File: config.mk
export PLATFORM = sky130hd
export DESIGN_NAME = api_ctrl
export DESIGN_NICKNAME = d
export VERILOG_FILES = /design/src/rtl/api_ctrl.sv
export SDC_FILE = /design/constraint.sdc
export NUM_CORES = 1
export LEC_CHECK = 0
export BUFFER_PORTS_ARGS = -buffer_cell sky130_fd_sc_hd__buf_4
export CAP_MARGIN = 40
export CORE_MARGIN = 1.5
export CORE_UTILIZATION = 40
export CTS_CLUSTER_SIZE = 20
export DETAILED_ROUTE_END_ITERATION = 12
export GPL_TIMING_DRIVEN = 0
export SLEW_MARGIN = 20
export SYNTH_ARGS = -nofsm -noshare
export SYNTH_HDL_FRONTEND = slang
export SYNTH_SLANG_ARGS = --single-unit
File: constraint.sdc
create_clock -name clk -period 6.35 [get_ports clk]
set_input_delay 1.27 -clock clk [delete_from_list [all_inputs] [get_ports clk]]
set_output_delay 1.27 -clock clk [all_outputs]
set_load 0.02 [all_outputs]
File: src/rtl/api_ctrl.sv
// SPI-mode-0 frame engine: pops TX FIFO words, shifts them out MSB-first,
// captures MISO into the RX FIFO and closes every frame with a load strobe and an idle gap.
module api_ctrl #(
   parameter int TXCNT_W     = 10,
   parameter int SYNC_STAGES = 2
) (
   input  logic               clk,
   input  logic               rst,
   output logic               txfifo_pop,
   input  logic [31:0]        txfifo_dout,
   input  logic [TXCNT_W-1:0] txcnt,
   output logic               rxfifo_push,
   output logic [31:0]        rxfifo_din,
   input  logic               rxfull,
   input  logic               reg_flush,
   input  logic [27:0]        reg_timeout,
   input  logic [7:0]         reg_sck,
   input  logic [7:0]         reg_word_num,
   output logic [2:0]         reg_state,
   output logic               spi_sck,
   output logic               spi_mosi,
   input  logic               spi_miso,
   output logic               spi_load
);

   localparam logic [2:0] S_IDLE  = 3'd0;
   localparam logic [2:0] S_POP   = 3'd1;
   localparam logic [2:0] S_LOAD  = 3'd2;
   localparam logic [2:0] S_SHIFT = 3'd3;
   localparam logic [2:0] S_LATCH = 3'd4;
   localparam logic [2:0] S_WAIT  = 3'd5;

   localparam int CW = (TXCNT_W > 8) ? TXCNT_W : 8;

   logic [2:0]             state;
   logic [7:0]             div;
   logic [5:0]             bit_cnt;
   logic [7:0]             word_cnt;
   logic [27:0]            wait_cnt;
   logic [31:0]            tx_shift;
   logic [31:0]            rx_shift;
   logic                   sck;
   logic [SYNC_STAGES-1:0] miso_pipe;
   logic                   miso_sync;
   logic                   div_tc;
   logic                   start_ok;
   logic                   wait_done;
   logic [7:0]             word_cnt_nxt;

   assign miso_sync    = miso_pipe[SYNC_STAGES-1];
   // >= rather than == so a shrinking reg_sck cannot strand the divider
   assign div_tc       = (div >= reg_sck);
   assign start_ok     = !reg_flush && (reg_word_num != 8'd0) &&
                         (CW'(txcnt) >= CW'(reg_word_num));
   assign word_cnt_nxt = word_cnt + 8'd1;
   assign wait_done    = ({1'b0, wait_cnt} + 29'd1) >= {1'b0, reg_timeout};

   // Strobes decode straight from state flops so reset clears them without a glitch
   assign reg_state  = state;
   assign txfifo_pop = (state == S_POP);
   assign spi_load   = (state == S_LATCH);
   assign spi_sck    = sck;
   assign spi_mosi   = (state == S_SHIFT) & tx_shift[31];

   // MISO synchronizer chain
   always_ff @(posedge clk or posedge rst) begin
      if (rst) begin
         miso_pipe <= {SYNC_STAGES{1'b0}};
      end else begin
         miso_pipe[0] <= spi_miso;
         for (int i = 1; i < SYNC_STAGES; i++) begin
            miso_pipe[i] <= miso_pipe[i-1];
         end
      end
   end

   // Frame sequencer, SCK divider and shift registers
   always_ff @(posedge clk or posedge rst) begin
      if (rst) begin
         state       <= S_IDLE;
         div         <= 8'd0;
         bit_cnt     <= 6'd0;
         word_cnt    <= 8'd0;
         wait_cnt    <= 28'd0;
         tx_shift    <= 32'd0;
         rx_shift    <= 32'd0;
         sck         <= 1'b0;
         rxfifo_push <= 1'b0;
         rxfifo_din  <= 32'd0;
      end else if (reg_flush) begin
         state       <= S_IDLE;
         div         <= 8'd0;
         bit_cnt     <= 6'd0;
         word_cnt    <= 8'd0;
         wait_cnt    <= 28'd0;
         tx_shift    <= 32'd0;
         rx_shift    <= 32'd0;
         sck         <= 1'b0;
         rxfifo_push <= 1'b0;
      end else begin
         rxfifo_push <= 1'b0;
         case (state)
            S_IDLE: begin
               if (start_ok) begin
                  word_cnt <= 8'd0;
                  state    <= S_POP;
               end
            end
            S_POP: begin
               state <= S_LOAD;
            end
            S_LOAD: begin
               tx_shift <= txfifo_dout;
               bit_cnt  <= 6'd0;
               div      <= 8'd0;
               sck      <= 1'b0;
               state    <= S_SHIFT;
            end
            S_SHIFT: begin
               if (div_tc) begin
                  div <= 8'd0;
                  sck <= ~sck;
                  if (!sck) begin
                     rx_shift <= {rx_shift[30:0], miso_sync};
                  end else begin
                     tx_shift <= {tx_shift[30:0], 1'b0};
                     bit_cnt  <= bit_cnt + 6'd1;
                     if (bit_cnt == 6'd31) begin
                        // Full word is already in rx_shift; a full RX FIFO drops it without stalling
                        rxfifo_din  <= rx_shift;
                        rxfifo_push <= ~rxfull;
                        word_cnt    <= word_cnt_nxt;
                        state       <= (word_cnt_nxt == reg_word_num) ? S_LATCH : S_POP;
                     end
                  end
               end else begin
                  div <= div + 8'd1;
               end
            end
            S_LATCH: begin
               if (div_tc) begin
                  div      <= 8'd0;
                  wait_cnt <= 28'd0;
                  state    <= S_WAIT;
               end else begin
                  div <= div + 8'd1;
               end
            end
            S_WAIT: begin
               if (wait_done) begin
                  state <= S_IDLE;
               end else begin
                  wait_cnt <= wait_cnt + 28'd1;
               end
            end
            default: begin
               state <= S_IDLE;
            end
         endcase
      end
   end

endmodule
== After elaboration in Yosys (flattened, before gate mapping) ==
Index checks and enable logic that the tools add are counted.

* Add/subtract/negate cells: 5
* Magnitude comparators: 3
* Equality and inequality tests: 15
* Mux-type cells: 42
* Bitwise gates (word level): 4
* Reduce and logical (&&, ||, !) cells: 19

{| class="wikitable"
|+ Operators by type and width
! operator !! number
|-
| 32-bit 2-to-1 mux || 7
|-
| 28-bit 2-to-1 mux || 3
|-
| 32-bit case mux with 2 select lines || 1
|-
| 8-bit 2-to-1 mux || 7
|-
| 28-bit case mux with 2 select lines || 1
|-
| 8-bit case mux with 2 select lines || 2
|-
| 28-bit by 1-bit adder with 29-bit output, second input constant || 1
|-
| 29-bit by 28-bit greater-or-equal comparator with 1-bit output || 1
|-
| 28-bit by 1-bit adder with 28-bit output, second input constant || 1
|-
| 3-bit 2-to-1 mux || 8
|-
| 6-bit 2-to-1 mux || 3
|-
| 3-bit case mux with 6 select lines || 1
|-
| 8-bit by 1-bit adder with 8-bit output, second input constant || 2
|-
| 3-bit inequality test, second input constant || 5
|-
| 6-bit case mux with 2 select lines || 1
|-
| 3-bit nonzero test || 4
|-
| 10-bit by 8-bit greater-or-equal comparator with 1-bit output || 1
|-
| 5-bit AND reduction || 2
|-
| 3-bit AND reduction || 3
|-
| 8-bit equality test || 1
|-
| 8-bit greater-or-equal comparator || 1
|-
| 8-bit nonzero test || 1
|-
| 1-bit 2-to-1 mux || 7
|-
| 6-bit by 1-bit adder with 6-bit output, second input constant || 1
|-
| other kinds (16) || 23
|}

* Register bits after elaboration: 153

== Depth between registers and ports, before layout ==
* Depth in word-level cells: 8
* Mapped depth: 18
* Gate-level depth less buffers: 15

== Worst setup path after synthesis ==
No wires, ideal clock.

* Kind: reg2reg
* Start: register wait_cnt[0]
* End: register wait_cnt[25]
* Library setup time: 76 ps
* Arrival: 3533 ps
* Slack: 2740 ps
* Stages on the path, launching flop included: 18
* Cell sequence: dfrtp_1 > ha_1 > and3_1 > buf_4 > nand4_4 > or4_4 > buf_6 > nor2_1 > xor2_1 > ha_1 > a21oi_1 > o21ai_0 > a221oi_1 > o21a_4 > nand4_1 > buf_2 > or3_1 > o21ai_1

* Word-level cells in the longest chain between the ends: 4
* Elaborated cells between the ends (all ways): 8
* Classes of those cells: 2 x add/sub; 1 x order compare; 1 x eq/ne; 3 x mux; 1 x reduce/logical

{| class="wikitable"
|+ Ends and longest elaborated chain
! item !! line !! RTL
|-
| start: declaration || 39 || <nowiki>logic [27:0] wait_cnt;</nowiki>
|-
| start signal: assignment || 153 || <nowiki>wait_cnt <= wait_cnt + 28'd1;</nowiki>
|-
| 28-bit by 1-bit adder with 29-bit output or 28-bit by 1-bit adder with 28-bit output (tied branches) || 56, 153 ||
|-
| 29-bit by 28-bit greater-or-equal comparator with 1-bit output or 28-bit 2-to-1 mux (tied branches) || 56, 150 ||
|-
| 3-bit inequality test (no source line) or 28-bit case mux with 2 select lines (tied branches) || n/a ||
|-
| 3-bit AND reduction (no source line) or 28-bit 2-to-1 mux (tied branches) || n/a ||
|}

Parallel ways exist; a longest one is shown, timed or not. The select of a mux whose other input is x is not followed.
A chain may end at the register's enable or synchronous reset.

== Final worst setup path ==
* Start: register wait_cnt[0]
* End: register wait_cnt[17]

Same word-level chain as after synthesis.

==> flow_metrics.py <==
metrics = {
    "status": {
        "status": "complete, no violations",
    },
    "clock_network": {
        "postCtsSetupBuffers": 0,
        "h-tree-depth": 4,
        "insertion_delay_ns": 0.43,
        "cts_buffers": 17,
        "cts.root.buffer_cell": "clkbuf_16",
        "numClockSinks": 153,
        "ctsResizeCount": 0,
        "holdBufCountCts": 0,
        "clockBufferDepth": 2,
        "cts_tree": "done",
        "clk_transition_reported_paths_ns": 0.07,
    },
    "power_and_ir_drop": {
        "intPower_mw": 1.657,
        "p_sw_mw": 0.6152,
        "leakagePower_nw": 5.131,
        "powerDensity_mw_per_mm2": 214.9,
        "pwr-share-seq_pct": 44.5,
        "ir_drop_v": 0.0002117,
        "power_frac_clock_pct": 45.4,
        "switching_share_pct": 27.07,
        "p_comb_share_pct": 10.1,
    },
    "yosys": {
        "synth.top_cell.area_share_pct": 44.46,
        "synth_fp_nets": 1076,
        "synth.most_common_cell": "nand2_1",
        "synth-seq-cells": 153,
        "yosys.area.top_type": "dfrtp_1",
        "yosysSeqAreaShare_pct": 44.46,
        "syn_area_mm2": 0.008612,
        "synthTopCellsByCount": "nand2_1, dfrtp_1, nor2_1",
        "synth_area_per_cell_um2": 9.191,
        "yosysWarnings": 0,
        "yosysUniqueCellTypes": 60,
        "synthFlopType": "dfrtp_1",
        "netlist_instances": 937,
        "ys_top_cells_by_area": "dfrtp_1, nand2_1, ha_1",
        "synth_edf_count": 0,
        "synth-async-reset-ratio_pct": 100.0,
    },
    "floorplan": {
        "die_h_um": 149.7,
        "start_util_pct": 40.84,
        "ios": 131,
        "rows": 53,
        "die-area_mm2": 0.02242,
        "die_w_um": 149.7,
        "core-area_mm2": 0.02109,
    },
    "drt": {
        "drtIter0Drc": 361,
        "num_vias": 7151,
        "drc_errors": 0,
        "drtPass1Iterations": 5,
        "viasPerCell": 5.193,
        "wl_per_cell_um": 14.81,
        "wl_um": 20400,
        "ant_nets": 0,
    },
    "final_layout": {
        "areaGrowthSynthToFinish_pct": 22.79,
        "final_layout_size_suffix_gt1_share_pct": 20.33,
        "nNetsFinal": 1228,
        "final_area_mm2": 0.01058,
        "num_antenna_cells": 0,
        "n_fill_cell": 2049,
    },
    "timing": {
        "finalSetupViolCount": 0,
        "fmax_mhz": 231.2,
        "hold_viol": 0,
        "layout_min_cycle_time_ns": 4.326,
        "report.final.slew_viol_count": 0,
        "whs_ns": 0.3573,
        "rsz0062_at_grt": "false",
        "postLayoutSetupSlackWorst_ns": 2.024,
        "worst_clock_skew_ns": 0.01462,
        "slew_headroom_pct": 43.80,
        "period_share_pct": 68.12,
        "worstMarginPinSlew_ns": 0.8360,
    },
    "place": {
        "hpwl_um": 14890,
        "postPlaceCellArea_mm2": 0.009967,
        "gp_congestion": 0.7996,
        "preCtsSetupSlack_ns": 2.039,
        "port_buffers": 130,
    },
    "global_route": {
        "grtUsageTotal_pct": 18.85,
        "grt_max_degree": 89,
        "grt_pass1_wl_um": 33720,
        "antenna_found_initial": 0,
        "grt_overflow": 0,
        "grt_pass1_vias": 6777,
    },
    "setup_path": {
        "critical_path_class": "reg2reg",
        "start_kind": "flip-flop",
        "crit_family": "simple AND/OR/NAND/NOR gates",
        "cp_num_buf_inv": 3,
        "critPathCaptureType": "flip-flop",
        "worstPathCellList": "ha_1, and3_1, buf_4, nand4_4, or4_4, buf_6, xnor2_1, ha_1, nand4_1, nor4_1, o211ai_1, a31oi_4, buf_8, o21bai_4, o2bb2ai_2",
        "required_ns": 6.70,
        "crit_top_cell": "ha_1",
        "crit_fanout": 10,
        "arrival_ns": 4.67,
        "critPathSlowestCell": "nor4_1",
        "cpPeakStageDelay_ns": 0.58,
    },
    "worst_hold_path": {
        "hold_class": "reg2reg",
    },
    "run": {
        "max_cap_viol_count": 0,
    },
}
layout make-up:
type	count	area [µm²]	share of cell area, %
plain buffers	52	261.5	2.473
multi-input cells	674	4304	40.70
repair buffers	133	1013	9.584
inverters	58	225.2	2.130
flip-flops and latches	153	3829	36.20
clock inverters	15	172.7	1.633
well taps	275	344.1	3.254
clock buffers	17	425.4	4.023
sequential cells by signal, indices dropped and copies added, names as in the netlist:
| register | flops |
|---|---|
| bit_cnt | 6 |
| div | 8 |
| miso_pipe | 2 |
| reg_state | 3 |
| rx_shift | 32 |
| rxfifo_din | 32 |
| rxfifo_push | 1 |
| spi_sck | 1 |
| tx_shift | 32 |
| wait_cnt | 28 |
| word_cnt | 8 |
path summary, 6_finish.rpt:
kind	from	slack, ns	to	cells past startpoint
min reg2reg	miso_pipe[0]	0.36	miso_pipe[1]	0
max reg2reg	wait_cnt[0]	2.02	wait_cnt[17]	15
max	wait_cnt[0]	2.02	wait_cnt[17]	15
min in group asynchronous	rst	0.92	miso_pipe[1]	2
min	miso_pipe[0]	0.36	miso_pipe[1]	0
max in group asynchronous	rst	4.70	wait_cnt[17]	3
per-layer routing:
| layer | share of wire, % | track usage (%) | wire (µm) | vias to the layer above |
|---|---|---|---|---|
| met5 | 0 | 0 | 0 | - |
| met1 | 47 | 26.09 | 9608 | 3399 |
| met4 | 1.0 | 4.412 | 213 | 0 |
| met3 | 4.7 | 3.963 | 959 | 14 |
| met2 | 47 | 30.23 | 9619 | 144 |
| li1 | - | - | - | 3594 |
layout by cell type (no fill, tap or decap), drive strengths merged, types with 12 or more instances in the layout:
cell and n:
mux2 33, inv 68, and3 16, nand3 33, clkbuf 56, nand2 171
a311oi 31, ha 48, nor2 70, xnor2 24, dfrtp 153, a21o 14
buf 146, o21ai 32, nand2b 12, a21oi 60, nor4 13
logic make-up after synthesis:
kind of cell	share of synthesized area (%)
flops	44.46
fa+ha+maj	6.974
buf+inv	5.564
xor+xnor	3.559
mux	4.547
simple gates	19.16
compound gates	15.73
power by group through the flow:
| stage | registers [mW] | clock network [mW] | logic [mW] |
|---|---|---|---|
| 3_5_place_dp | 1.03 | 0 | 0.232 |
| 2_1_floorplan | 1.03 | 0 | 0.136 |
| 3_3_place_gp | 1.03 | 0 | 0.227 |
| 6_report | 1.01 | 1.03 | 0.229 |
| 4_1_cts | 1.01 | 1.05 | 0.233 |
| 5_1_grt | 1.01 | 1.09 | 0.262 |
stage by stage:
stage                     TNS [ns]  power [mW]  utilization [%]  std cells
after floorplan                  0       1.164                -        937
after global placement     -162.52       1.257            47.10       1342
after detailed placement         0       1.262            47.26       1343
after CTS                        0       2.295            50.10       1375
after global routing             0       2.366            50.15       1377
final                            0       2.273            50.15       1377
Note: power is estimated with default switching activity, not from simulation.
